--- config.mk ---
export PLATFORM = sky130hd
export DESIGN_NAME = thrust_conditioner
export DESIGN_NICKNAME = d
export VERILOG_FILES = /design/src/rtl/llander_input_pkg.sv /design/src/rtl/thrust_conditioner_tick_divider.sv /design/src/rtl/thrust_conditioner.sv
export SDC_FILE = /design/constraint.sdc
export NUM_CORES = 1
export LEC_CHECK = 0
export BUFFER_PORTS_ARGS = -buffer_cell sky130_fd_sc_hd__buf_4
export CAP_MARGIN = 10
export CORE_UTILIZATION = 31
export CTS_CLUSTER_DIAMETER = 150
export DETAILED_ROUTE_END_ITERATION = 16
export PLACE_DENSITY_LB_ADDON = 0.08
export SYNTH_ARGS = -nofsm -noshare
export SYNTH_HDL_FRONTEND = slang
export SYNTH_HIERARCHICAL = 1
export SYNTH_SLANG_ARGS = --single-unit
--- constraint.sdc ---
create_clock -name clk_25 -period 4.5 [get_ports clk_25]
set_input_delay 0.225 -clock clk_25 [delete_from_list [all_inputs] [get_ports clk_25]]
set_output_delay 0.225 -clock clk_25 [all_outputs]
set_load 0.005 [all_outputs]
--- src/rtl/llander_input_pkg.sv ---
// Shared types and constants for the lunar-lander input conditioning path.
// Latency: n/a (types, constants and a pure combinational helper only).
// Backpressure: n/a.
package llander_input_pkg;

  typedef logic [7:0] thrust_t;

  // The board DAC never produced 0xFF, so every thrust source stops one short.
  localparam int THRUST_MAX_DEFAULT = 254;

  typedef enum logic {
    TURN_IDLE   = 1'b0,
    TURN_ACTIVE = 1'b1
  } turn_state_t;

  // Clamp a 9-bit signed thrust target into [0, max_v].
  function automatic thrust_t clamp_thrust(input logic signed [8:0] v,
                                           input thrust_t           max_v);
    thrust_t r;
    if (v < 9'sd0) begin
      r = '0;
    end else if (v > $signed({1'b0, max_v})) begin
      r = max_v;
    end else begin
      r = v[7:0];
    end
    return r;
  endfunction

endpackage

--- src/rtl/thrust_conditioner_tick_divider.sv ---
// Free-running divider producing a one-cycle pulse every DIV cycles.
// Latency: pulse is high while the count sits at DIV-1; first pulse DIV cycles after reset release.
// Backpressure: none; never stalls and is never cleared except by reset.
//
// Ports:
//   clk_i   - clock
//   rst_ni  - asynchronous active-low reset
//   tick_o  - one-cycle pulse, high while count == DIV-1
module tick_divider #(
  parameter int DIV = 98425
) (
  input  logic clk_i,
  input  logic rst_ni,
  output logic tick_o
);

  localparam int            CW   = (DIV > 1) ? $clog2(DIV) : 1;
  localparam logic [CW-1:0] LAST = CW'(DIV - 1);

  logic [CW-1:0] cnt_q;
  logic [CW-1:0] cnt_d;

  always_comb begin
    cnt_d = (cnt_q == LAST) ? '0 : cnt_q + CW'(1);
  end

  always_ff @(posedge clk_i or negedge rst_ni) begin
    if (!rst_ni) begin
      cnt_q <= '0;
    end else begin
      cnt_q <= cnt_d;
    end
  end

  assign tick_o = (cnt_q == LAST);

endmodule

--- src/rtl/thrust_conditioner.sv ---
// Converts raw stick axes and thrust buttons into THRUST and active-low turn requests.
// Latency: analog/turn 2 cycles input-to-output; d-pad thrust 1 cycle after the ramp tick.
// Backpressure: none; inputs are sampled every cycle and outputs are always valid.
//
// Ports:
//   clk_25    - system clock (shared with hps_io)
//   RESET_L   - asynchronous active-low reset
//   mode_dpad - thrust source: 1 = d-pad accumulator, 0 = analog stick Y
//   analog_x  - signed stick X, negative = left
//   analog_y  - signed stick Y, negative = up = more thrust
//   thr_up    - thrust increase button (already ORed with keyboard)
//   thr_dn    - thrust decrease button
//   thrust    - unsigned thrust to LLANDER_TOP.THRUST
//   turn_l_n  - active-low left turn request
//   turn_r_n  - active-low right turn request
//
// Optional feature macro THRUST_SLEW_EN: rate-limits the analog path through a
// slew register stepping one LSB every SLEW_DIV cycles.
module thrust_conditioner
  import llander_input_pkg::*;
#(
  parameter int TICK_DIV   = 98425,
  parameter int THRUST_MAX = THRUST_MAX_DEFAULT,
  parameter int TURN_ON    = 64,
  parameter int TURN_OFF   = 48,
  parameter int SLEW_DIV   = 1024
) (
  input  logic       clk_25,
  input  logic       RESET_L,
  input  logic       mode_dpad,
  input  logic [7:0] analog_x,
  input  logic [7:0] analog_y,
  input  logic       thr_up,
  input  logic       thr_dn,
  output thrust_t    thrust,
  output logic       turn_l_n,
  output logic       turn_r_n
);

  localparam thrust_t THR_MAX = thrust_t'(THRUST_MAX);

  // Input capture
  logic signed [7:0] x_q;
  logic signed [7:0] y_q;
  logic              up_q;
  logic              dn_q;
  logic              mode_q;
  logic              mode_prev_q;

  always_ff @(posedge clk_25 or negedge RESET_L) begin
    if (!RESET_L) begin
      x_q         <= '0;
      y_q         <= '0;
      up_q        <= 1'b0;
      dn_q        <= 1'b0;
      mode_q      <= 1'b0;
      mode_prev_q <= 1'b0;
    end else begin
      x_q         <= analog_x;
      y_q         <= analog_y;
      up_q        <= thr_up;
      dn_q        <= thr_dn;
      mode_q      <= mode_dpad;
      mode_prev_q <= mode_q;
    end
  end

  logic mode_rise;
  logic mode_fall;
  assign mode_rise = mode_q & ~mode_prev_q;
  assign mode_fall = ~mode_q & mode_prev_q;

  // Analog target: stick up (negative Y) means more thrust.
  logic signed [8:0] tgt;
  thrust_t           tgt_clamped;

  always_comb begin
    tgt         = 9'sd127 - $signed({y_q[7], y_q});
    tgt_clamped = clamp_thrust(tgt, THR_MAX);
  end

  // Ramp tick
  logic tick;

  tick_divider #(
    .DIV (TICK_DIV)
  ) u_ramp_div (
    .clk_i  (clk_25),
    .rst_ni (RESET_L),
    .tick_o (tick)
  );

  // D-pad accumulator
  thrust_t acc_q;
  thrust_t acc_d;
  thrust_t thrust_q;
  thrust_t thrust_d;

  always_comb begin
    acc_d = acc_q;
    if (mode_rise) begin
      // Pick up from whatever the analog path was showing so the output does not jump.
      acc_d = thrust_q;
    end else if (mode_fall) begin
      acc_d = acc_q;
    end else if (tick) begin
      if (up_q && !dn_q) begin
        if (acc_q < THR_MAX) begin
          acc_d = acc_q + 8'd1;
        end
      end else if (dn_q && !up_q) begin
        if (acc_q != 8'd0) begin
          acc_d = acc_q - 8'd1;
        end
      end
    end
  end

  always_ff @(posedge clk_25 or negedge RESET_L) begin
    if (!RESET_L) begin
      acc_q <= '0;
    end else begin
      acc_q <= acc_d;
    end
  end

  // Analog source, optionally slew limited
  thrust_t analog_thr;

`ifdef THRUST_SLEW_EN
  logic    slew_tick;
  thrust_t slw_q;
  thrust_t slw_d;

  tick_divider #(
    .DIV (SLEW_DIV)
  ) u_slew_div (
    .clk_i  (clk_25),
    .rst_ni (RESET_L),
    .tick_o (slew_tick)
  );

  always_comb begin
    slw_d = slw_q;
    if (mode_q) begin
      // Shadow the accumulator so returning to analog starts from the current output.
      slw_d = acc_q;
    end else if (slew_tick) begin
      if (slw_q < tgt_clamped) begin
        slw_d = slw_q + 8'd1;
      end else if (slw_q > tgt_clamped) begin
        slw_d = slw_q - 8'd1;
      end
    end
  end

  always_ff @(posedge clk_25 or negedge RESET_L) begin
    if (!RESET_L) begin
      slw_q <= '0;
    end else begin
      slw_q <= slw_d;
    end
  end

  assign analog_thr = slw_q;
`else
  // SLEW_DIV only matters when the slew path is built.
  if (SLEW_DIV < 1) begin : g_slew_div_unused
  end

  assign analog_thr = tgt_clamped;
`endif

  // Output mux
  always_comb begin
    thrust_d = thrust_q;
    if (mode_rise) begin
      // acc is being loaded from thrust_q this cycle; hold so the switch is seamless.
      thrust_d = thrust_q;
    end else if (mode_q) begin
      thrust_d = acc_q;
    end else begin
      thrust_d = analog_thr;
    end
  end

  always_ff @(posedge clk_25 or negedge RESET_L) begin
    if (!RESET_L) begin
      thrust_q <= '0;
    end else begin
      thrust_q <= thrust_d;
    end
  end

  assign thrust = thrust_q;

  // Turn FSMs with hysteresis; thresholds are disjoint so both cannot be active.
  turn_state_t left_q;
  turn_state_t left_d;
  turn_state_t right_q;
  turn_state_t right_d;

  always_comb begin
    left_d  = left_q;
    right_d = right_q;

    case (left_q)
      TURN_IDLE:   if (int'(x_q) < -TURN_ON)  left_d = TURN_ACTIVE;
      TURN_ACTIVE: if (int'(x_q) > -TURN_OFF) left_d = TURN_IDLE;
      default:     left_d = TURN_IDLE;
    endcase

    case (right_q)
      TURN_IDLE:   if (int'(x_q) > TURN_ON)  right_d = TURN_ACTIVE;
      TURN_ACTIVE: if (int'(x_q) < TURN_OFF) right_d = TURN_IDLE;
      default:     right_d = TURN_IDLE;
    endcase
  end

  always_ff @(posedge clk_25 or negedge RESET_L) begin
    if (!RESET_L) begin
      left_q  <= TURN_IDLE;
      right_q <= TURN_IDLE;
    end else begin
      left_q  <= left_d;
      right_q <= right_d;
    end
  end

  assign turn_l_n = (left_q != TURN_ACTIVE);
  assign turn_r_n = (right_q != TURN_ACTIVE);

endmodule

==> results.txt, run 1 <==
Status: finished, final reports clean
# port buffers: 30
Die W: 93.6 um
CTS tree: done
Sequential cell area: 1380 sq um
DIE AREA: 8760 sq um
TritonRoute pass-1 iters: 4
Slew Limit Fails: 0
DRC Markers: 0
Power per cell area: 352 nW/um^2
Final net count: 304
CP bufs+invs: 1
Via count: 1754
Clock power frac: 30.5%
Ys flop type: dfrtp_1
Synth Register Bits: 55
Core Rows: 33
CP required: 4700 ps
M1 GR Usage: 19.0%
Worst Setup End Kind: flop
Min Clock Period, post-route: 2580 ps
Max VDD drop: 0.199 mV
Post-Route Setup TNS: 0 ps
Slowest Stage Delay on Critical Path: 400 ps
Area growth from synthesis to layout: 21.7%
Share of cells above drive strength 1: 17.5%
Max Freq: 387 MHz
Arr. time, crit path: 2790 ps
Placer congestion estimate: 0.762
Ys async rst share: 100%
Synth warn: 6
Filler Cell Count: 827
CTS Hold Bufs: 13
Most instantiated cells after synthesis: dfrtp_1, nor2_1, mux2i_1, nand2_1, xnor2_1
Hold WS: 17.5 ps
Largest net degree at the start of global routing: 56
Die height: 93.6 um
Top Family by Delay on Critical Path: compound AO/OA/AOI/OAI gates
CORE AREA: 8180 sq um
Rel. slew slack: 54.1%
Post-Synthesis Cells: 229
Total grt overflow: 0
Max cap viols: 0
Syn_nets: 260
First-pass GRT wire length: 8810 um
Grt met2 use: 19.4%
Crit-path slowest cell: dfrtp_1
P_int: 802 uW
Hold crit path type: in -> reg
Initial antenna violation count: 0
CTS Buf Count: 5
Post-synth top area cell: dfrtp_1
GRT Total Usage: 13.1%
Clk buf depth: 2
Drt total wl: 5180 um
RSZ-0062 raised after global routing: false
Ports: 31
Most numerous cell in the Yosys netlist: dfrtp_1
Clk_lat worst skew: 310 ps
Largest fanout on the critical path: 10
Crit path kind: reg -> reg
GR peak layer: met2
DR vias/cell: 4.63
Starting Density: 31.8%
CTS resizes: 0
CTS clk-pin slew, worst paths: 100 ps
Multi-input gate area: 1140 sq um
Post-CTS Setup Inserts: 0
Library cells used by synthesis: 43
CTS Sinks: 55
WL/cell: 13.7 um
Sequential Power Share: 51.5%
Setup Viol. Count Final: 0
Syn avg cell area: 11.4 sq um
Starting DRT DRC Count: 114
Seq/Total Area, Yosys: 52.9%
Mapped cell area: 2600 sq um
Dpl hpwl: 3610 um
Final period utilization: 57.4%
Net Sw Frac: 27.9%
Final Hold Vio Count: 0
Root Buffer: clkbuf_8
Gate power share: 17.9%
Clk_skew: 5.98 ps
Vias in the first global route: 1792
CP dominant cell by count: nand4_1
CP Launch Type: flop
Sw power: 311 uW
EDFF count, synth: 0
Worst-margin pin slew: 689 ps
Leak pwr: 1.39 nW
# diodes: 0
R2r setup slk: 1920 ps
Synth area leaders: dfrtp_1, mux2i_1, xnor2_1
Post-synth top area share: 52.9%
Crit-path cells: nor2b_1, inv_1, ha_1, a21o_1, a221oi_4, a21oi_2, nand4_1, nand4_1, a211o_1
Global routing met3 resource utilization: 2.93%
Remaining antenna violation count: 0
Clock H-tree levels: 2
## cell families after synthesis
group | count (synthesis) | share of synthesized area [%]
xor gates and xnor gates | 20 | 6.73
AOI/OAI and AO/OA | 36 | 9.91
adders and majority gates | 10 | 5.10
and+or+nand+nor | 74 | 15.5
DFF | 55 | 52.9
muxes | 17 | 6.54
buffers and inverters | 17 | 3.32
## final timing paths
| kind | to | startpoint | cells after the start |
|---|---|---|---|
| max reg2reg | acc_q[7]$_DFFE_PN0P_ | dn_q$_DFF_PN0_ | 9 |
| min reg2reg | right_q$_DFF_PN0_ | x_q[7]$_DFF_PN0_ | 1 |
| max in group asynchronous | thrust[6]$_DFFE_PN0N_ | RESET_L | 2 |
| min | dn_q$_DFF_PN0_ | thr_dn | 1 |
| max | acc_q[7]$_DFFE_PN0P_ | dn_q$_DFF_PN0_ | 9 |
| min in group asynchronous | dn_q$_DFF_PN0_ | RESET_L | 2 |
## layer usage
| metal | up-vias | wire [um] |
|---|---|---|
| li1 | 893 | - |
| met1 | 830 | 2750 |
| met2 | 26 | 2200 |
| met3 | 5 | 172 |
| met4 | 0 | 53 |
| met5 | - | 0 |
## metrics by stage
stage          power (mW)  std cells  utilization (%)  area [sq um]  setup slack [ps]
2_1_floorplan       0.703        229                -          2600              2260
3_3_place_gp        0.778        357             35.6          2910              1900
3_5_place_dp        0.774        357             35.6          2910              1910
4_1_cts              1.13        378             38.6          3160              1890
5_1_grt              1.18        379             38.7          3170              1720
6_report             1.11        379             38.7          3170              1920
## state kept, by name, indices dropped and copies added (netlist names)
register          count
up_q                  1
x_q                   8
mode_prev_q           1
dn_q                  1
thrust                8
left_q                1
u_ramp_div/cnt_q     17
right_q               1
mode_q                1
y_q                   8
acc_q                 8
## worst register-to-register path, delay by kind of cell, from the launching register on
kind / cells / cell delay [ps]
buffers and inverters: 1 / 260
adder cells (fa/ha/maj): 1 / 410
flip-flops: 1 / 400
AND/OR/NAND/NOR: 3 / 470
AO/OA/AOI/OAI: 4 / 930
## placed cells by master, fill, tap and decap left out, types with 2 or more instances in the layout
cell           instances
xnor2_1               13
a21o_1                 4
nand2_1               15
nor4_1                 4
nand4_1                8
a21oi_1               11
nand3_1                7
xor2_1                 7
o21ai_1                8
a21oi_2                2
dfrtp_1               55
mux2i_1               17
nor2_1                22
nor2b_1                3
ha_1                   9
dlygate4sd3_1         14
nor4b_1                2
nor3_1                 4
clkbuf_8               5
buf_4                 30
inv_1                  9
a211o_1                3
## area by class of cell
cell class,instances,share of cell area (%)
clock buffer,5,2.17
sequential,55,43.5
clock inverter,3,1.50
tap,105,4.15
inverter,10,1.19
multi-input combinational,157,36.0
timing repair buffer,44,11.5
## power by group through the flow
stage	combinational, mW	sequential [mW]	clock, mW
4_1_cts	0.202	0.574	0.356
3_5_place_dp	0.191	0.583	0
5_1_grt	0.228	0.581	0.367
2_1_floorplan	0.141	0.562	0
3_3_place_gp	0.193	0.584	0
6_report	0.199	0.574	0.340
(Power assumes the default switching activity.)
==> inputs of run 2 (changes only) <==
- clock period: 4.5 -> 2.4 ns (I/O delays scaled with it)
==> results.txt, run 2 (synthesis gave the netlist of run 1 again) <==
Root Buffer: clkbuf_8
Hold WS: 375 ps (+358 ps)
Min Clock Period, post-route: 2260 ps (-325 ps)
Overall Power: 2.01 mW (+81%)
Area growth from synthesis to layout: 25.7%
Setup Viol. Count Final: 0 (unchanged)
Drt total wl: 5380 um (+3.8%)
Filler Cell Count: 830 (+0.36%)
Non-filler cells, final: 393 (+3.7%)
Top Family by Delay on Critical Path: compound AO/OA/AOI/OAI gates
Die height: 93.6 um (unchanged)
Crit-path slowest cell: dfrtp_1
Remaining antenna violation count: 0 (unchanged)
Starting DRT DRC Count: 43 (-62%)
Clk_lat worst skew: 310 ps (about the same)
Slowest Stage Delay on Critical Path: 420 ps (+20 ps)
Share of cells above drive strength 1: 19.8% (+2.3 points)
Multi-input gate area: 1150 sq um (+0.66%)
Total grt overflow: 0 (unchanged)
CTS clk-pin slew, worst paths: 110 ps (about the same)
Final Cell Area: 3270 sq um (+3.3%)
First-pass GRT wire length: 9520 um (+8.0%)
Initial antenna violation count: 0 (unchanged)
Clk buf depth: 2 (unchanged)
Arr. time, crit path: 2470 ps (-320 ps)
Max Freq: 443 MHz (+14%)
CTS tree: done
Final net count: 318 (+4.6%)
Max FFs per register: 17 (unchanged)
Die W: 93.6 um (unchanged)
R2r setup slk: 140 ps (-1780 ps)
Cells after DPL: 365 (+2.2%)
Final period utilization: 94.1% (+37 points)
WL/cell: 13.7 um (+0.14%)
TritonRoute pass-1 iters: 4 (unchanged)
DR vias/cell: 4.68 (+1.2%)
CTS Buf Count: 5 (unchanged)
CP bufs+invs: 1 (unchanged)
CTS Sinks: 55 (unchanged)
DRC Markers: 0 (unchanged)
R2R Path End: acc_q[7]$_DFFE_PN0P_
CP required: 2610 ps (-2090 ps)
Dpl hpwl: 3780 um (+4.7%)
GRT Total Usage: 14.2% (+1.1 points)
CP dominant cell by count: nand4_1
Worst reg2reg path depth: 9 (unchanged)
Vias in the first global route: 1868 (+4.2%)
CORE AREA: 8180 sq um (unchanged)
Post-CTS Setup Inserts: 0 (unchanged)
Placer congestion estimate: 0.796 (+4.4%)
Via count: 1840 (+4.9%)
Status: finished, final reports clean
Final WS setup: 141 ps (-1780 ps)
Sequential cell area: 1380 sq um (unchanged)
Largest reg by FF count: u_ramp_div/cnt_q
Largest net degree at the start of global routing: 56 (unchanged)
Largest fanout on the critical path: 6 (-4)
Clock H-tree levels: 2 (unchanged)
Power per cell area: 616 nW/um^2 (+75%)
Leak pwr: 1.44 nW (+3.8%)
Rel. slew slack: 52.3% (-1.8 points)
Hold crit path type: in -> async
# port buffers: 30 (unchanged)
Max cap viols: 0 (unchanged)
Starting Density: 31.8% (unchanged)
Max VDD drop: 0.312 mV (+57%)
Pre-CTS setup slack: 29.3 ps (-1880 ps)
Crit path kind: reg -> reg
Ports: 31 (unchanged)
Crit-path cells: nor2b_4, inv_1, ha_1, a21o_1, a221oi_4, a21oi_2, nand4_1, nand4_1, a211o_1
CP Launch Type: flop
Dpl cell area: 2970 sq um (+2.1%)
RSZ-0062 raised after global routing: false
Launch point of the worst path: dn_q$_DFF_PN0_
Commonest non-fill, non-tap cell in the layout: dfrtp_1
CP Capture Point: acc_q[7]$_DFFE_PN0P_
DIE AREA: 8760 sq um (unchanged)
Worst Setup End Kind: flop
Post-Route Setup TNS: 0 ps (unchanged)
Core Rows: 33 (unchanged)
Utilization after layout: 40.0% (+1.3 points)
Most frequent cells in the layout: dfrtp_1, buf_4, nor2_1
FF-to-FF Start: dn_q$_DFF_PN0_
Clk_skew: 6.05 ps (+0.0666 ps)
WP depth: 9 (unchanged)
Worst-margin pin slew: 716 ps (+27.0 ps)
# diodes: 0 (unchanged)
Final Hold Vio Count: 0 (unchanged)
Slew Limit Fails: 0 (unchanged)
run 2: cell types whose count changed in the layout (fill, tap and decap cells not counted):
cell           delta
bufinv_16         -1
nor2b_4           +1
nor2b_1           -1
buf_4             +8
dlygate4sd3_1     +6
clkinvlp_4        +2
clkinv_4          -1
run 2: cell type report:
type / count / share of cell area, %
sequential: 55 / 42.1
multi-input combinational: 157 / 35.1
timing repair buffer: 58 / 14.8
tap: 105 / 4.02
clock buffer: 5 / 2.10
inverter: 10 / 1.15
clock inverter: 3 / 0.727
run 2: metal layers:
metal	up-vias	part of all wire [%]	routed length, um	global-route usage (%)
met5	-	0	0	0
met4	0	1.2	63	3.85
met3	6	4.7	255	2.85
met2	34	43	2340	20.9
met1	885	51	2720	21.0
li1	915	-	-	-
run 2: what timing repair did:
action	CTS	global route
hold endpoints to repair	74	0
resized for setup	0	2
endpoints found under the setup margin	0	3
hold buffers	20	0
run 2: worst min-delay path by stage:
stage,to,slack (ps),cells after the start
after detailed placement,u_ramp_div/cnt_q[13]$_DFF_PN0_,230,1
final,u_ramp_div/cnt_q[9]$_DFF_PN0_,380,2
after global routing,x_q[4]$_DFF_PN0_,440,2
after CTS,u_ramp_div/cnt_q[10]$_DFF_PN0_,430,2
after floorplan,acc_q[0]$_DFFE_PN0P_,-180,0
after global placement,u_ramp_div/cnt_q[9]$_DFF_PN0_,230,1
run 2: power breakdown:
part	leakage, nW	total (mW)	internal, mW	switching (mW)
combinational	0.729	0.404	0.221	0.184
sequential	0.669	1.07	0.990	0.0852
clock	0.0408	0.535	0.210	0.326
run 2: worst register-to-register path, stage by stage, from the launching register on:
cell      delay (ps)
dfrtp_1          420
nor2b_4          150
inv_1            140
ha_1             340
a21o_1           190
a221oi_4         350
a21oi_2          100
nand4_1           90
nand4_1          110
a211o_1          270
==> inputs of run 3 (changes only) <==
--- a/config.mk
+++ b/config.mk
@@ -12,3 +12,4 @@
 export DETAILED_ROUTE_END_ITERATION = 16
-export PLACE_DENSITY_LB_ADDON = 0.08
+export PLACE_DENSITY = 0.5
+export SETUP_SLACK_MARGIN = 0.4
 export SYNTH_ARGS = -nofsm -noshare
==> constraint.sdc (replaced) <==
create_clock -name clk_25 -period 2.4 [get_ports clk_25]
set_input_delay 0.24 -clock clk_25 [delete_from_list [all_inputs] [get_ports clk_25]]
set_output_delay 0.24 -clock clk_25 [all_outputs]
set_load 0.005 [all_outputs]
==> results.txt, run 3 (synthesis gave the netlist of run 1 again) <==
CTS Sinks: 55 (unchanged)
Min Clock Period, post-route: 2060 ps (-199 ps)
Arr. time, crit path: 2250 ps (-220 ps)
Final Hold Vio Count: 35 (+35)
R2R Path End: acc_q[7]$_DFFE_PN0P_
Crit-path slowest cell: dfrtp_1
FF-to-FF Start: dn_q$_DFF_PN0_
Largest net degree at the start of global routing: 56 (unchanged)
Largest fanout on the critical path: 8 (+2)
Worst Setup End Kind: flop
Grt met2 use: 19.7% (-1.2 points)
Final net count: 302 (-5.0%)
Sw power: 556 uW (-6.4%)
Clock H-tree levels: 2 (unchanged)
Sequential Power Share: 53.3% (about the same)
Remaining antenna violation count: 0 (unchanged)
CTS tree: done
Vias in the first global route: 1744 (-6.6%)
Slew Limit Fails: 0 (unchanged)
Power per cell area: 633 nW/um^2 (+2.7%)
Area growth from synthesis to layout: 23.1%
CTS Buf Count: 5 (unchanged)
Ports: 31 (unchanged)
Gate power share: 19.9% (-0.2 points)
Worst-margin pin slew: 690 ps (-25.6 ps)
Rel. slew slack: 54.0% (+1.7 points)
Leak pwr: 1.40 nW (-2.3%)
Clk_skew: 2.18 ps (-3.87 ps)
Die W: 93.6 um (unchanged)
Crit-path cells: nor2b_4, inv_6, ha_4, a21o_1, a221oi_4, a21oi_2, nand4_1, nand4_1, a211o_1
DRC Markers: 0 (unchanged)
CTS Hold Bufs: 0 (-100%)
Post-Route Setup TNS: 0 ps (unchanged)
Max cap viols: 0 (unchanged)
RSZ-0062 raised after global routing: true
Hold crit path type: in -> async
Final period utilization: 85.8% (-8.3 points)
Clk_lat worst skew: 300 ps (about the same)
Share of cells above drive strength 1: 26.5% (+6.7 points)
# diodes: 0 (unchanged)
CTS clk-pin slew, worst paths: 90 ps (-20 ps)
Root Buffer: clkbuf_8
Hold WS: -29.3 ps (-405 ps)
Net Sw Frac: 27.4% (-2.1 points)
Clock power frac: 26.8% (+0.2 points)
R2r setup slk: 340 ps (+200 ps)
Most frequent cells in the layout: dfrtp_1, buf_4, nor2_1
WL/cell: 13.9 um (+1.7%)
Clk buf depth: 2 (unchanged)
Utilization after layout: 39.2% (-0.81 points)
Worst reg2reg path depth: 9 (unchanged)
Initial antenna violation count: 0 (unchanged)
Crit path kind: reg -> reg
Max VDD drop: 0.329 mV (+5.5%)
Starting Density: 31.8% (unchanged)
Setup Viol. Count Final: 0 (unchanged)
Slowest Stage Delay on Critical Path: 420 ps (about the same)
DIE AREA: 8760 sq um (unchanged)
Core Rows: 33 (unchanged)
Overall Power: 2.03 mW (+0.66%)
Starting DRT DRC Count: 88 (+100%)
CP required: 2590 ps (-20 ps)
Status: finished, violations left
Dpl hpwl: 3700 um (-2.1%)
Placer congestion estimate: 0.772 (-3.1%)
CORE AREA: 8180 sq um (unchanged)
Max FFs per register: 17 (unchanged)
P_int: 1.47 mW (+3.6%)
# port buffers: 30 (unchanged)
Die height: 93.6 um (unchanged)
Drt total wl: 5250 um (-2.5%)
First-pass GRT wire length: 8620 um (-9.4%)
Largest reg by FF count: u_ramp_div/cnt_q
GR peak layer: met2
Via count: 1794 (-2.5%)
CP dominant cell by count: nand4_1
CP Launch Type: flop
TritonRoute pass-1 iters: 4 (unchanged)
Max Freq: 485 MHz (+9.6%)
DR vias/cell: 4.76 (+1.6%)
Global routing met3 resource utilization: 2.52% (-0.33 points)
Commonest non-fill, non-tap cell in the layout: dfrtp_1
M1 GR Usage: 18.1% (-2.9 points)
GRT Total Usage: 13.0% (-1.2 points)
Filler Cell Count: 819 (-1.3%)
Total grt overflow: 0 (unchanged)
Violated checks: negative hold slack
run 3: cell types whose count changed in the layout (fill, tap and decap cells not counted), moves of 2 or more:
cell	before	now
dlygate4sd3_1	20	0
ha_1	9	5
ha_4	0	4
buf_4	38	41
dfrtp_1	55	52
dfrtp_2	0	3
clkbuf_8	5	7
clkinvlp_4	2	0
run 3: critical path, delay by kind of cell, from the launching register on:
kind / cells / cell delay, ps
and+or+nand+nor: 3 / 360
DFF: 1 / 420
buffers and inverters: 1 / 80
adders and majority gates: 1 / 240
AOI/OAI and AO/OA: 4 / 840
run 3: final cells by class:
| type | count | area (sq um) | share of cell area [%] |
|---|---|---|---|
| inverter | 10 | 42.5 | 1.33 |
| sequential | 55 | 1380 | 43.1 |
| clock buffer | 8 | 100 | 3.13 |
| multi-input combinational | 157 | 1220 | 38.1 |
| timing repair buffer | 42 | 328 | 10.2 |
| tap | 105 | 131 | 4.10 |
run 3: timing repair:
| item | CTS | global route |
|---|---|---|
| setup buffers | 5 | 2 |
| pin swaps | 6 | 0 |
| resized for setup | 3 | 6 |
| endpoints found under the setup margin | 4 | 6 |
run 3: power groups by stage:
stage	Clock [mW]	Combinational, mW	Sequential (mW)
6_report	0.543	0.404	1.08
5_1_grt	0.605	0.448	1.09
4_1_cts	0.574	0.409	1.08
3_5_place_dp	0	0.392	1.10
3_3_place_gp	0	0.386	1.10
2_1_floorplan	0	0.280	1.06
run 3: through the flow:
step / setup slack (ps) / cell area [sq um] / cells / hold slack, ps
2_1_floorplan: 403 / 2660 / 229 / -55.6
3_3_place_gp: 303 / 3000 / 362 / 343
3_5_place_dp: 231 / 3000 / 362 / 344
4_1_cts: 345 / 3170 / 375 / 3.00
5_1_grt: 250 / 3200 / 377 / 17.3
6_report: 340 / 3200 / 377 / -29.3
run 3: how the worst max path moves through the flow:
stage	cells after the start	slack, ps	from	endpoint
floorplan	9	400	dn_q$_DFF_PN0_	acc_q[7]$_DFFE_PN0P_
global placement	9	300	dn_q$_DFF_PN0_	acc_q[7]$_DFFE_PN0P_
detailed placement	9	230	dn_q$_DFF_PN0_	acc_q[7]$_DFFE_PN0P_
CTS	9	340	dn_q$_DFF_PN0_	acc_q[7]$_DFFE_PN0P_
global route	9	250	dn_q$_DFF_PN0_	acc_q[7]$_DFFE_PN0P_
finish	9	340	dn_q$_DFF_PN0_	acc_q[7]$_DFFE_PN0P_
run 3: routing by layer:
metal  vias to the layer above  routed length, um
met4                         0                 94
met5                         -                  0
li1                        884                  -
met1                       863               2570
met3                         8                183
met2                        39               2400
